$ cat src/rtl/conv3x3_avs_if.sv
// Avalon-MM bus bundle for the conv3x3 engine: the initiator drives the
// address phase and the responder answers with waitrequest and read data.
interface conv3x3_avs_if;
  logic [4:0]  address;
  logic        read;
  logic        write;
  logic [31:0] writedata;
  logic        waitrequest;
  logic [31:0] readdata;
  logic        readdatavalid;

  modport master (
    output address, read, write, writedata,
    input  waitrequest, readdata, readdatavalid
  );

  modport slave (
    input  address, read, write, writedata,
    output waitrequest, readdata, readdatavalid
  );
endinterface

$ cat src/rtl/conv3x3_avs.sv
// Memory-mapped 3x3 multiply-accumulate engine: nine s8 weights times nine u8
// pixels, one tap per cycle, 20-bit signed result with done/irq reporting.
module conv3x3_avs (
  input  logic         clk,
  input  logic         reset,
  conv3x3_avs_if.slave avs,
  output logic         irq
);
  localparam int DATA_W = 32;
  localparam int ADDR_W = 5;
  localparam int TAPS   = 9;
  localparam logic [ADDR_W-1:0] ADDR_LAST_TAP = 5'h11;
  localparam logic [ADDR_W-1:0] ADDR_CTRL     = 5'h12;
  localparam logic [ADDR_W-1:0] ADDR_STATUS   = 5'h13;
  localparam logic [ADDR_W-1:0] ADDR_RESULT   = 5'h14;
  localparam logic [ADDR_W-1:0] ADDR_COUNT    = 5'h15;

  typedef enum logic [1:0] {S_IDLE, S_MAC, S_FIN} state_t;

  state_t             state_reg, state_next;
  logic [3:0]         idx_reg;
  logic signed [7:0]  kernel_reg [TAPS];
  logic [7:0]         pixel_reg  [TAPS];
  logic signed [19:0] acc_reg;
  logic signed [19:0] result_reg;
  logic [15:0]        count_reg;
  logic               ie_reg, done_reg, busy_reg, irq_reg;
  logic [DATA_W-1:0]  readdata_reg;
  logic               readdatavalid_reg;

  logic               wait_stall, write_ok, ctrl_wr, start_go;
  logic               mac_en, fin_en;
  logic [TAPS-1:0]    kernel_wr, pixel_wr;
  logic signed [16:0] prod;
  logic [3:0]         pix_idx;
  logic [DATA_W-1:0]  read_mux;
  logic               unused_wdata;

  // Only coefficient writes stall; control/status traffic always flows.
  assign wait_stall = avs.write & busy_reg & (avs.address <= ADDR_LAST_TAP);
  assign write_ok   = avs.write & ~wait_stall;
  assign ctrl_wr    = write_ok && (avs.address == ADDR_CTRL);
  assign start_go   = ctrl_wr && avs.writedata[0] && (state_reg == S_IDLE);
  assign unused_wdata = ^avs.writedata[31:8];

  for (genvar gi = 0; gi < TAPS; gi++) begin : g_tap_sel
    assign kernel_wr[gi] = write_ok && (avs.address == ADDR_W'(gi));
    assign pixel_wr[gi]  = write_ok && (avs.address == ADDR_W'(gi + TAPS));
  end

  // Pixel is zero-extended so the signed multiply treats it as unsigned.
  assign prod = 17'(kernel_reg[idx_reg]) * 17'($signed({1'b0, pixel_reg[idx_reg]}));

  always_ff @(posedge clk) begin
    if (reset) state_reg <= S_IDLE;
    else       state_reg <= state_next;
  end

  always_comb begin
    state_next = state_reg;
    case (state_reg)
      S_IDLE:  if (start_go) state_next = S_MAC;
      S_MAC:   if (idx_reg == 4'd8) state_next = S_FIN;
      S_FIN:   state_next = S_IDLE;
      default: state_next = S_IDLE;
    endcase
  end

  always_comb begin
    mac_en = (state_reg == S_MAC);
    fin_en = (state_reg == S_FIN);
  end

  always_ff @(posedge clk) begin
    if (reset) begin
      for (int i = 0; i < TAPS; i++) begin
        kernel_reg[i] <= '0;
        pixel_reg[i]  <= '0;
      end
    end else begin
      for (int i = 0; i < TAPS; i++) begin
        if (kernel_wr[i]) kernel_reg[i] <= avs.writedata[7:0];
        if (pixel_wr[i])  pixel_reg[i]  <= avs.writedata[7:0];
      end
    end
  end

  always_ff @(posedge clk) begin
    if (reset) begin
      idx_reg    <= '0;
      acc_reg    <= '0;
      result_reg <= '0;
      count_reg  <= '0;
      ie_reg     <= 1'b0;
      done_reg   <= 1'b0;
      busy_reg   <= 1'b0;
      irq_reg    <= 1'b0;
    end else begin
      if (start_go) begin
        acc_reg  <= '0;
        idx_reg  <= '0;
        busy_reg <= 1'b1;
      end else if (mac_en) begin
        acc_reg <= acc_reg + 20'(prod);
        idx_reg <= idx_reg + 4'd1;
      end
      if (fin_en) begin
        result_reg <= acc_reg;
        busy_reg   <= 1'b0;
        count_reg  <= count_reg + 16'd1;
      end
      // Completion outranks a coincident clear; a start always clears.
      if (fin_en)                             done_reg <= 1'b1;
      else if (start_go)                      done_reg <= 1'b0;
      else if (ctrl_wr && avs.writedata[1])   done_reg <= 1'b0;
      if (ctrl_wr) ie_reg <= avs.writedata[2];
      irq_reg <= done_reg & ie_reg;
    end
  end

  assign pix_idx = 4'(avs.address - 5'd9);

  always_comb begin
    read_mux = '0;
    if (avs.address <= 5'd8)
      read_mux = DATA_W'(kernel_reg[avs.address[3:0]]);
    else if (avs.address <= ADDR_LAST_TAP)
      read_mux = {24'b0, pixel_reg[pix_idx]};
    else if (avs.address == ADDR_CTRL)
      read_mux = {29'b0, ie_reg, 2'b0};
    else if (avs.address == ADDR_STATUS)
      read_mux = {30'b0, done_reg, busy_reg};
    else if (avs.address == ADDR_RESULT)
      read_mux = DATA_W'(result_reg);
    else if (avs.address == ADDR_COUNT)
      read_mux = {16'b0, count_reg};
  end

  // A read colliding with a write is dropped entirely.
  always_ff @(posedge clk) begin
    if (reset) begin
      readdata_reg      <= '0;
      readdatavalid_reg <= 1'b0;
    end else begin
      readdatavalid_reg <= avs.read & ~avs.write;
      if (avs.read & ~avs.write) readdata_reg <= read_mux;
    end
  end

  assign avs.waitrequest   = wait_stall;
  assign avs.readdata      = readdata_reg;
  assign avs.readdatavalid = readdatavalid_reg;
  assign irq               = irq_reg;
endmodule

$ cat src/flat_wrapper.sv
// flat-port wrapper written by rule: the top's interface ports become plain ports
module conv3x3_avs_flat 
  (clk, reset, irq, avs_address, avs_read, avs_write, avs_writedata, avs_waitrequest, avs_readdata, avs_readdatavalid);
  conv3x3_avs_if avs_i ();
  input  logic clk;
  input  logic reset;
  output logic irq;
  input wire logic [$bits(avs_i.address)-1:0] avs_address;
  input wire logic [$bits(avs_i.read)-1:0] avs_read;
  input wire logic [$bits(avs_i.write)-1:0] avs_write;
  input wire logic [$bits(avs_i.writedata)-1:0] avs_writedata;
  output wire logic [$bits(avs_i.waitrequest)-1:0] avs_waitrequest;
  output wire logic [$bits(avs_i.readdata)-1:0] avs_readdata;
  output wire logic [$bits(avs_i.readdatavalid)-1:0] avs_readdatavalid;
  assign avs_i.address = avs_address;
  assign avs_i.read = avs_read;
  assign avs_i.write = avs_write;
  assign avs_i.writedata = avs_writedata;
  assign avs_waitrequest = avs_i.waitrequest;
  assign avs_readdata = avs_i.readdata;
  assign avs_readdatavalid = avs_i.readdatavalid;
  conv3x3_avs u_core (.clk(clk), .reset(reset), .avs(avs_i), .irq(irq));
endmodule
$ cat config.mk
export PLATFORM = sky130hd
export DESIGN_NAME = conv3x3_avs_flat
export DESIGN_NICKNAME = d
export VERILOG_FILES = /design/src/rtl/conv3x3_avs_if.sv /design/src/rtl/conv3x3_avs.sv /design/src/flat_wrapper.sv
export SDC_FILE = /design/constraint.sdc
export NUM_CORES = 1
export LEC_CHECK = 0
export CAP_MARGIN = 20
export CORE_ASPECT_RATIO = 0.8
export CORE_MARGIN = 4
export CORE_UTILIZATION = 62
export CTS_CLUSTER_SIZE = 16
export DETAILED_ROUTE_END_ITERATION = 6
export GPL_ROUTABILITY_DRIVEN = 0
export PLACE_DENSITY = 0.82
export SETUP_SLACK_MARGIN = 0.1
export SYNTH_ARGS = -nofsm -noshare
export SYNTH_HDL_FRONTEND = slang
export SYNTH_SLANG_ARGS = --single-unit
$ cat constraint.sdc
create_clock -name clk -period 14.35 [get_ports clk]
set_input_delay 2.87 -clock clk [delete_from_list [all_inputs] [get_ports clk]]
set_output_delay 2.87 -clock clk [all_outputs]
set_load 0.005 [all_outputs]
* Word-level counts from Yosys, hierarchy flattened *
Memory sizes are Yosys's and may differ from the RTL's. A register that Yosys moved wholly into a read port is not among the register bits.
Cells that the tools add are included.
Widths: inputs -> output; s select.

operators by class
  $add $sub $neg = 4
  $mul = 1
  div/mod/pow operators = 0
  $lt $le $gt $ge = 2
  equality and inequality tests = 26
  shifts and indexed selects = 0
  multiplexer cells = 90
  bitwise logic cells = 25
  reduce and logical (&&, ||, !) cells = 28

operator list
  operator               count
  $mux 32                5
  $mux 8                 18
  $mux 1                 59
  $eq 5x4->1 const B     8
  $eq 5x5->1 const B     6
  $logic_and 1x1->1      22
  $add 20x17->20         1
  $eq 5x3->1 const B     4
  $or 1x1->1             18
  $mul 8x9->17           1
  $add 16x1->16 const B  1
  $mux 16                1
  $mux 4                 4
  $eq 5x2->1 const B     2
  $and 1x1->1            5
  $eq 5x1->1 const B     1
  $le 5x4->1 const B     1
  $le 5x5->1 const B     1
  $logic_not 5->1        1
  $add 4x1->4 const B    1
  $eq 4x4->1 const B     1
  $mux 2                 2
  $pmux 2 s2             1
  $reduce_or 2->1        2
  other kinds (9)        10

storage, ports and cells
  register bits = 99
  latch bits = 0
  RAM bits = 144
  memory bits (read-only) = 0
  logic and storage cells = 189
  memories kept = 2

memories
  name               depth  bits a word  rd ports  clocked after Yosys merged registers in  wr ports  RTL line           text
  u_core.kernel_reg  9      8            2         1                                        9         conv3x3_avs.sv:22  logic signed [7:0] kernel_reg [TAPS];
  u_core.pixel_reg   9      8            2         1                                        9         conv3x3_avs.sv:23  logic [7:0] pixel_reg [TAPS];

* Depth between registers and ports, before layout *
Gate-level depths: netlist of the first run.

  depth after elaboration = 9
  gate-level depth with buffers = 24
  gate-level depth less buffers = 22

* Worst setup path after synthesis of the first run *
Ideal clock, no wire load.

  path type = input -> output
  start = in avs_address[1]
  end = out avs_waitrequest
  arrival time = 4344 ps
  path slack = 7136 ps
  cell stages on the path = 7
  buffers on the path = 2
  path through = buf_2 -> buf_1 -> inv_1 -> ha_1 -> o21ai_0 -> nand2_1 -> and3_1

on the way
  longest elaborated chain between the ends = 2

ends and longest elaborated chain
  what                RTL line            text
  start: declaration  flat_wrapper.sv:8   input wire logic [$bits(avs_i.address)-1:0] avs_address;
  $le 5x5->1          conv3x3_avs.sv:40   assign wait_stall = avs.write & busy_reg & (avs.address <= ADDR_LAST_TAP);
  $and 1x1->1         conv3x3_avs.sv:40
  end: declaration    flat_wrapper.sv:12  output wire logic [$bits(avs_i.waitrequest)-1:0] avs_waitrequest;

No other way between the ends.

* Worst setup path in the final report of the first run *
  start = in avs_address[3]
  end = out avs_waitrequest

Same word-level chain as after synthesis.

==> results of run 1 <==
-- cells by family (layout without fill, tap and decap cells) --
group / after synthesis / in the layout / share of synthesized area, %
compound gates: 203 / 203 / 8.81
simple gates: 340 / 340 / 11.4
xor+xnor: 35 / 35 / 2.27
flops: 235 / 235 / 45.6
mux: 99 / 99 / 13.4
other cells: 0 / 2 / 0
buf+inv: 147 / 188 / 4.62
fa+ha+maj: 119 / 119 / 13.9
-- synthesized netlist by cell type, types with 3 or more instances --
cell,count
ha_1,68
or2_2,3
o21ai_1,4
xor2_1,23
buf_4,13
buf_1,9
mux2i_1,30
o22ai_1,3
a221oi_1,12
nor3_1,11
and3_1,11
a211oi_1,4
o211ai_1,5
a21oi_1,95
buf_2,12
xnor2_1,12
nand3_1,15
nand2_1,144
mux4_2,64
edfxtp_1,144
fa_1,51
nor2b_1,18
clkbuf_1,36
mux2_2,4
nand2b_1,19
a22oi_1,6
inv_1,76
nand4_1,5
o21ai_0,48
nor2_1,85
dfxtp_1,91
and2_1,20
o31ai_1,4
-- worst min path at each step --
stage,end,from,cells after the start,slack (ps)
3_3_place_gp,u_core.result_reg[14]$_SDFFE_PP0P_,u_core.acc_reg[14]$_SDFFE_PP0P_,2,440
4_1_cts,u_core.result_reg[4]$_SDFFE_PP0P_,u_core.result_reg[4]$_SDFFE_PP0P_,2,460
2_1_floorplan,u_core.result_reg[14]$_SDFFE_PP0P_,u_core.acc_reg[14]$_SDFFE_PP0P_,2,430
5_1_grt,u_core.result_reg[4]$_SDFFE_PP0P_,u_core.result_reg[4]$_SDFFE_PP0P_,2,480
6_report,u_core.result_reg[4]$_SDFFE_PP0P_,u_core.result_reg[4]$_SDFFE_PP0P_,2,460
3_5_place_dp,u_core.result_reg[14]$_SDFFE_PP0P_,u_core.acc_reg[14]$_SDFFE_PP0P_,2,450
-- final cells by class --
class                           count  area (um^2)  share of cell area [%]
Antenna cell                        2         5.00                  0.0337
Clock buffer                       25          583                    3.92
Clock inverter                     17          140                   0.943
Inverter                           76          285                    1.92
Multi-Input combinational cell    796         6720                    45.2
Sequential cell                   235         6150                    41.4
Tap cell                          269          337                    2.27
Timing Repair Buffer               70          643                    4.33
-- per-layer routing --
metal / global-route usage, % / wire length (um)
met5: 0 / 0
met2: 42.8 / 15100
met3: 7.05 / 3820
met1: 39.2 / 13400
met4: 6.84 / 880
-- cells in the final DEF, fill, tap and decap left out, drive strengths merged, types with 12 or more instances in the layout --
cell type and count:
nand2 144, edfxtp 144, a21oi 95, dfxtp 91, nor2 85, inv 79, ha 68, mux4 64
o21ai 52, fa 51, clkdlybuf4s50 49, mux2i 31, clkbuf 25, xor2 23, buf 21, and2 20
nand2b 19, nor2b 18, nand3 15, xnor2 12, a221oi 12
-- worst max-delay path: stages --
cell and delay [ps]:
clkdlybuf4s50_1 910, nor2_1 430, o21ai_0 200, nand2_1 300, and3_1 260, clkdlybuf4s50_1 520
-- metrics by stage --
stage,utilization (%),cells,cell area [um^2]
floorplan,-,1178,13500
global placement,66.9,1441,14100
detailed placement,66.9,1441,14100
CTS,70.4,1483,14800
global route,70.6,1489,14900
finish,70.6,1490,14900
-- where the power goes --
group / total [W] / switching [W] / internal (W)
logic: 0.000504 / 0.000292 / 0.000212
registers: 0.000767 / 0.0000180 / 0.000749
clock network: 0.000588 / 0.000271 / 0.000318
==> metrics.md, run 1 <==
| Metric | Value |
|---|---|
| Post-Synthesis Cell Area | 0.0135 mm^2 |
| Crit Path Max Fanout | 23 |
| R2R Setup Slk | 6860 ps |
| Clk slew on worst S/H paths | 60 ps |
| Cell type with the largest total area after synthesis | edfxtp_1 |
| Die Width | 173 um |
| Number of max-cap violations | 0 |
| Post-CTS Setup Repair Bufs | 0 |
| Die Area | 0.0242 mm^2 |
| Vias per cell | 6.52 |
| 1st-pass router iterations | 6 |
| Fin crit share | 58.3% |
| DRC viols | 0 |
| Slew margin rel. | 24.9% |
| Min setup slack post-route | 5990 ps |
| CORE AREA | 0.0211 mm^2 |
| Routed wire length | 33.2 mm |
| Max Slew Vio Count | 0 |
| Ys flop type | edfxtp_1 |
| Net Count, Synth | 1338 |
| Rows | 47 |
| P&R area growth vs syn | 10.2% |
| Starting density of the core | 64.0% |
| Worst EP arrival | 5490 ps |
| CTS tree | done |
| Routed Antenna Nets | 0 |
| Synth warn | 0 |
| WHS | 457 ps |
| Synthesized area per cell | 11.4 um^2 |
| Setup WS pre-CTS | 6120 ps |
| Vias in the first global route | 9428 |
| Critical Path Source | avs_address[3] |
| Net count, final | 1362 |
| Flops & latches, synth | 235 |
| Fmax | 120 MHz |
| Die height | 140 um |
| Pleak | 5.60 nW |
| Root buffer cell | clkbuf_16 |
| Worst EP required | 11480 ps |
| Startpoint types | primary input |
| CTS Buf Count | 23 |
| GRT Total Usage | 27.4% |
| Worst-margin pin slew | 1120 ps |
| EDFF count, synth | 144 |
| Power density over the cells | 125 mW/mm^2 |
| Area contributors post-synth | edfxtp_1 32%, dfxtp_1 14%, mux4_2 11%, fa_1 7.6%, ha_1 6.3% |
| H-tree depth | 1 |
| Crit path time final | 8360 ps |
| Share of cells above drive strength 1 | 11.0% |
| Ports | 76 |
| Critical path class | in2out |
| Cts hold-fix bufs | 0 |
| Hold WC Path Type | reg2reg |
| Sequential area share after synthesis | 45.6% |
| GR Overflow Total | 0 |
| WL/cell | 22.3 um |
| Peak supply drop | 0.0804 mV |
| RSZ-0062 raised after global routing | no |
| Final setup violation count | 0 |
| Ys async rst share | 0% |
| Antenna violations before repair | 1 |
| CP endpoint kind | primary output |
| Final Power | 0.00186 W |
| Iter 0 DRT Violations | 1539 |
| Later-pin clock latency in the skew report | 530 ps |
| Fillers | 1426 |
| Setup crit end | avs_waitrequest |
| First-pass GRT wire length | 52.7 mm |
| Largest net degree at the start of global routing | 51 |
| HPWL after detailed placement | 22.7 mm |
| Vias | 9712 |
| Clock buffer depth | 3 |
| Post-Synthesis Cells | 1178 |
| Final Hold Viols | 0 |
| Worst Clk Skew | 9.28 ps |
| Post_cts resized | 0 |
| Library cells used by synthesis | 57 |
| Reg2Reg Capture Point | u_core.acc_reg[19]$_SDFFE_PP0P_ |
| Yosys top cell area share | 32.1% |
| Setup_tns | 0 ps |
| Port Buffers | 51 |
| R2R cell count | 21 |
| # clock sinks | 235 |
| Run status | completed |
(Power assumes the default switching activity.)
==> run 2: changes to the inputs <==
Settings changed: CORE_UTILIZATION 62 to 61, PLACE_DENSITY 0.82 to 0.81.
Clock period 14.35 ns to 7.75 ns, I/O delays scaled along.
==> run 2 against run 1 <==
Sequential power is 85% higher. Clock skew is 20 ps higher. Non-clock buffer count is 12 higher. Critical path depth is 15 higher. Core utilization is 1.3 points lower. Setup slack worse by 5000 ps. First-iteration DRC count is 25% lower. Die area is 1.6% higher. Critical endpoint is now u_core.acc_reg[19]$_SDFFE_PP0P_. Highest routed layer unchanged.
==> metrics.md, run 2 (synthesis gave the netlist of run 1 again) <==
| Metric | Value |
|---|---|
| Run status | completed |
| Die Area | 0.0246 mm^2 |
| P&R area growth vs syn | 11.4% |
| RSZ-0062 raised after global routing | no |
| Rows | 48 |
| Die Width | 174 um |
| # clock sinks | 235 |
| Vias | 9561 |
| CORE AREA | 0.0217 mm^2 |
| Setup_tns | 0 ps |
| Crit Path Max Fanout | 13 |
| Placed cell count | 1484 |
| Worst Clk Skew | 29.1 ps |
| Max Slew Vio Count | 0 |
| Iter 0 DRT Violations | 1148 |
| Later-pin clock latency in the skew report | 530 ps |
| Net count, final | 1375 |
| Routed wire length | 33.0 mm |
| CP Cell Sequence | buf_12, mux4_2, mux2i_1, nor2_1, a21oi_1, buf_4, nand2b_1, fa_1, fa_1, inv_1, fa_1, fa_1, fa_1, ha_1, nand2_1, nor3_1, o2111ai_1, a21oi_1, nor4_1, a2111oi_1, o311ai_1 |
| 1st-pass router iterations | 7 |
| HPWL after detailed placement | 23.7 mm |
| Crit path time final | 6800 ps |
| Final std cells w/o fill | 1531 |
| Share of cells above drive strength 1 | 11.6% |
| GRT Total Usage | 26.8% |
| Peak supply drop | 0.195 mV |
| Ports | 76 |
| Clk slew on worst S/H paths | 70 ps |
| Worst EP arrival | 7200 ps |
| WL/cell | 21.6 um |
| R2R Setup Slk | 950 ps |
| Pleak | 5.68 nW |
| Seq pwr share | 41.2% |
| Clock buffer depth | 3 |
| Worst EP required | 8150 ps |
| Routed Antenna Nets | 0 |
| Most used cell, CP | fa_1 |
| Starting density of the core | 62.2% |
| Clk pwr share | 32.0% |
| DRC viols | 0 |
| GR Overflow Total | 0 |
| CTS Buf Count | 24 |
| R2R cell count | 21 |
| CP max stage delay | 640 ps |
| Worst-margin pin slew | 1090 ps |
| Fmax | 147 MHz |
| Hold WC Path Type | reg2reg |
| Vias in the first global route | 9326 |
| Fillers | 1487 |
| Port Buffers | 51 |
| Most frequent cells in the layout | 144 x nand2_1, 144 x edfxtp_1, 95 x a21oi_1 |
| H-tree depth | 1 |
| Fin crit share | 87.7% |
| Critical path class | reg2reg |
| Die height | 141 um |
| Reg2Reg Capture Point | u_core.acc_reg[19]$_SDFFE_PP0P_ |
| Cts hold-fix bufs | 0 |
| Critical path's slowest cell | dfxtp_2 |
| Internal power | 0.00240 W |
| ANT cells | 0 |
| Largest net degree at the start of global routing | 51 |
| CP endpoint kind | flip-flop |
| Final setup violation count | 0 |
| Setup crit end | u_core.acc_reg[19]$_SDFFE_PP0P_ |
| First-pass GRT wire length | 52.1 mm |
| Combinational power share | 26.8% |
| Power density over the cells | 230 mW/mm^2 |
| Switching power total | 0.00105 W |
| Slew margin rel. | 27.1% |
| Post_cts resized | 0 |
| Net Sw Frac | 30.4% |
| Root buffer cell | clkbuf_16 |
| Vias per cell | 6.24 |
| Number of max-cap violations | 0 |
| CTS tree | done |
| Startpoint types | flip-flop |
| Final Hold Viols | 0 |
| Post-CTS Setup Repair Bufs | 0 |
| Antenna violations before repair | 0 |
-- run 2: cell types whose count changed in the layout (fill, tap and decap cells not counted), sizes merged --
cell and delta:
buf +12, clkbuf +3, clkinv +2, clkinvlp -4, diode -2, inv -1
-- run 2: worst max-delay path, delay by kind of cell (launching register included) --
kind | cells | cell delay, ps
flops | 1 | 640
fa+ha+maj | 6 | 2850
mux | 2 | 690
simple gates | 5 | 670
buf+inv | 3 | 500
compound gates | 5 | 1300
-- run 2: how the worst min path moves through the flow --
stage,end,depth (start not counted),from,slack (ps)
after floorplan,u_core.result_reg[14]$_SDFFE_PP0P_,2,u_core.acc_reg[14]$_SDFFE_PP0P_,430
after global placement,u_core.result_reg[14]$_SDFFE_PP0P_,2,u_core.acc_reg[14]$_SDFFE_PP0P_,440
after detailed placement,u_core.avs.readdata[0]$_SDFFE_PP0P_,2,u_core.avs.readdata[0]$_SDFFE_PP0P_,450
after CTS,u_core.result_reg[14]$_SDFFE_PP0P_,2,u_core.acc_reg[14]$_SDFFE_PP0P_,460
after global routing,u_core.result_reg[9]$_SDFFE_PP0P_,2,u_core.result_reg[9]$_SDFFE_PP0P_,480
final,u_core.result_reg[7]$_SDFFE_PP0P_,2,u_core.result_reg[7]$_SDFFE_PP0P_,460
-- run 2: cell type report --
| type | instances | area [um^2] | share of cell area (%) |
|---|---|---|---|
| Multi-Input combinational cell | 796 | 6720 | 44.7 |
| Sequential cell | 235 | 6150 | 40.9 |
| Timing Repair Buffer | 82 | 751 | 5.00 |
| Clock buffer | 28 | 637 | 4.24 |
| Tap cell | 300 | 375 | 2.50 |
| Inverter | 76 | 285 | 1.90 |
| Clock inverter | 14 | 108 | 0.716 |
-- run 2: per-layer routing --
metal  track usage, %  vias to the layer above  share of wire (%)
met5                0                        -                  0
met4             8.62                        0                3.4
met3             6.41                       91                 11
met2             40.5                      529                 45
met1             38.9                     4656                 41
li1                 -                     4285                  -
-- run 2: power by group through the flow --
stage	Clock (W)	Combinational (W)	Sequential (W)
2_1_floorplan	0	0.000688	0.00143
3_5_place_dp	0	0.000907	0.00145
5_1_grt	0.00116	0.00105	0.00143
3_3_place_gp	0	0.000886	0.00144
4_1_cts	0.00111	0.000921	0.00142
6_report	0.00111	0.000925	0.00142
-- run 2: metrics by stage --
stage          total power, W  area [um^2]  setup WS, ps  utilization (%)  hold WS (ps)
4_1_cts               0.00345        15000           935             69.1           459
6_report              0.00345        15000           953             69.3           462
3_3_place_gp          0.00232        14200          1090             65.6           441
5_1_grt               0.00365        15000           519             69.3           479
2_1_floorplan         0.00212        13500          1660                -           432
3_5_place_dp          0.00235        14200           962             65.6           446
==> run 3: changes to the inputs <==
Settings changed: CTS_CLUSTER_DIAMETER from default to 50, GPL_ROUTABILITY_DRIVEN 0 to default, SETUP_SLACK_MARGIN 0.1 to 0.3.
==> run 3 against run 2 <==
Wire length shrank 0.50%. Largest power group unchanged. Maximum frequency shrank 2.4%. Cell area shrank 0.70%.
==> metrics.md, run 3 (synthesis gave the netlist of run 1 again) <==
| Metric | Value |
|---|---|
| GRT Total Usage | 26.6% |
| Hold WC Path Type | reg2reg |
| CTS tree | done |
| Largest net degree at the start of global routing | 51 |
| First-pass GRT wire length | 51.6 mm |
| Ports | 76 |
| Final setup violation count | 0 |
| Worst hold path cell count | 2 |
| Fmax | 144 MHz |
| Final instance area | 0.0149 mm^2 |
| Post-CTS Setup Repair Bufs | 0 |
| R2R cell count | 20 |
| Most frequent cells in the layout | 144 x nand2_1, 144 x edfxtp_1, 95 x a21oi_1 |
| Min-delay src | u_core.acc_reg[6]$_SDFFE_PP0P_ |
| Die Area | 0.0246 mm^2 |
| ANT cells | 0 |
| Root buffer cell | clkbuf_16 |
| CP endpoint kind | flip-flop |
| CTS Buf Count | 21 |
| Gp weighted congestion | 0.908 |
| Iter 0 DRT Violations | 1219 |
| Port Buffers | 51 |
| Vias per cell | 6.41 |
| DRC viols | 0 |
| Slew margin rel. | 22.9% |
| Min setup slack post-route | 785 ps |
| Die height | 141 um |
| Setup_tns | 0 ps |
| HPWL after detailed placement | 23.3 mm |
| Gr busiest metal | met2 |
| # clock sinks | 235 |
| Placed cell areas | 0.0142 mm^2 |
| Startpoint types | flip-flop |
| Clock buffer depth | 3 |
| 1st-pass router iterations | 6 |
| Placed cell count | 1487 |
| WL/cell | 21.5 um |
| Vias | 9787 |
| Power density over the cells | 225 mW/mm^2 |
| Final std cells w/o fill | 1527 |
| P&R area growth vs syn | 10.6% |
| Worst Clk Skew | 19.5 ps |
| Pleak | 5.63 nW |
| Worst EP arrival | 7340 ps |
| Worst Hold Endpoint | u_core.result_reg[6]$_SDFFE_PP0P_ |
| Share of cells above drive strength 1 | 11.5% |
| CORE AREA | 0.0217 mm^2 |
| M3 GR Usage | 5.31% |
| Worst-margin pin slew | 1150 ps |
| Starting density of the core | 62.2% |
| Later-pin clock latency in the skew report | 520 ps |
| Finished Core Util | 68.8% |
| Crit path time final | 6970 ps |
| H-tree depth | 1 |
| Reg2Reg Capture Point | u_core.acc_reg[19]$_SDFFE_PP0P_ |
| Worst EP required | 8120 ps |
| R2R Setup Slk | 780 ps |
| Routed wire length | 32.8 mm |
| Antenna violations before repair | 0 |
| Critical path class | reg2reg |
| Final Hold Viols | 0 |
| GRT met2 Usage | 41.7% |
| Routed Antenna Nets | 0 |
| Clk slew on worst S/H paths | 70 ps |
| Fin crit share | 89.9% |
| Number of max-cap violations | 0 |
| Net count, final | 1373 |
| RSZ-0062 raised after global routing | no |
| Setup WS pre-CTS | 732 ps |
| Rows | 48 |
| Max Slew Vio Count | 0 |
| Met1 usage in global routing | 38.5% |
| Crit Path Max Fanout | 14 |
| Peak supply drop | 0.183 mV |
| Die Width | 174 um |
| Vias in the first global route | 9497 |
| Run status | completed |
| GR Overflow Total | 0 |
[run 3: changes by cell type in the layout (fill, tap and decap cells not counted), sizes merged]
cell	previous run	this run
clkinv	10	2
inv	78	80
buf	33	34
bufinv	1	0
clkbuf	28	29
clkinvlp	1	2
[run 3: final cells by class]
type	instances	area (um^2)
fill	1481	6770
multi-input combinational	796	6720
sequential	235	6150
timing repair buffer	83	741
clock buffer	29	576
tap	300	375
inverter	76	285
clock inverter	8	73.8
[run 3: how the worst max path moves through the flow]
stage,from,endpoint,depth (start not counted)
2_1_floorplan,flip-flop,u_core.acc_reg[19]$_SDFFE_PP0P_,21
3_3_place_gp,flip-flop,u_core.acc_reg[19]$_SDFFE_PP0P_,20
3_5_place_dp,flip-flop,u_core.acc_reg[19]$_SDFFE_PP0P_,20
4_1_cts,flip-flop,u_core.acc_reg[19]$_SDFFE_PP0P_,20
5_1_grt,flip-flop,u_core.acc_reg[19]$_SDFFE_PP0P_,20
6_report,flip-flop,u_core.acc_reg[19]$_SDFFE_PP0P_,20
[run 3: repair_timing]
action,4_1_cts,5_1_grt
hold endpoints to repair,0,0
setup endpoints to repair,0,1
gates resized for setup,0,1
hold buffers,0,0
[run 3: metrics by stage]
step | hold WS, ps | total power [W]
floorplan | 432 | 0.00212
global placement | 443 | 0.00233
detailed placement | 449 | 0.00235
CTS | 449 | 0.00335
global route | 485 | 0.00353
finish | 446 | 0.00336
[run 3: worst max-delay path, cell delays in order (launching register included)]
cell and delay, ps:
dfxtp_2 670, buf_4 300, buf_4 210, mux4_2 510, mux2i_1 180, o21ai_1 240, nand2b_1 180, fa_1 450
fa_1 550, inv_1 60, fa_1 510, fa_1 520, fa_1 490, ha_1 330, nand2_1 80, nor3_1 290
o2111ai_1 210, a21oi_1 370, nor4_1 110, a2111oi_1 370, o311ai_1 170
[run 3: power by group]
part / internal [W] / switching (W) / total [W]
clock network: 0.000533 / 0.000476 / 0.00101
logic: 0.000394 / 0.000534 / 0.000929
registers: 0.00139 / 0.0000329 / 0.00142
[run 3: layer usage]
metal,wire length [um],part of all wire [%]
met3,3440,10
met4,1060,3.2
met2,15000,46
met5,0,0
met1,13300,41
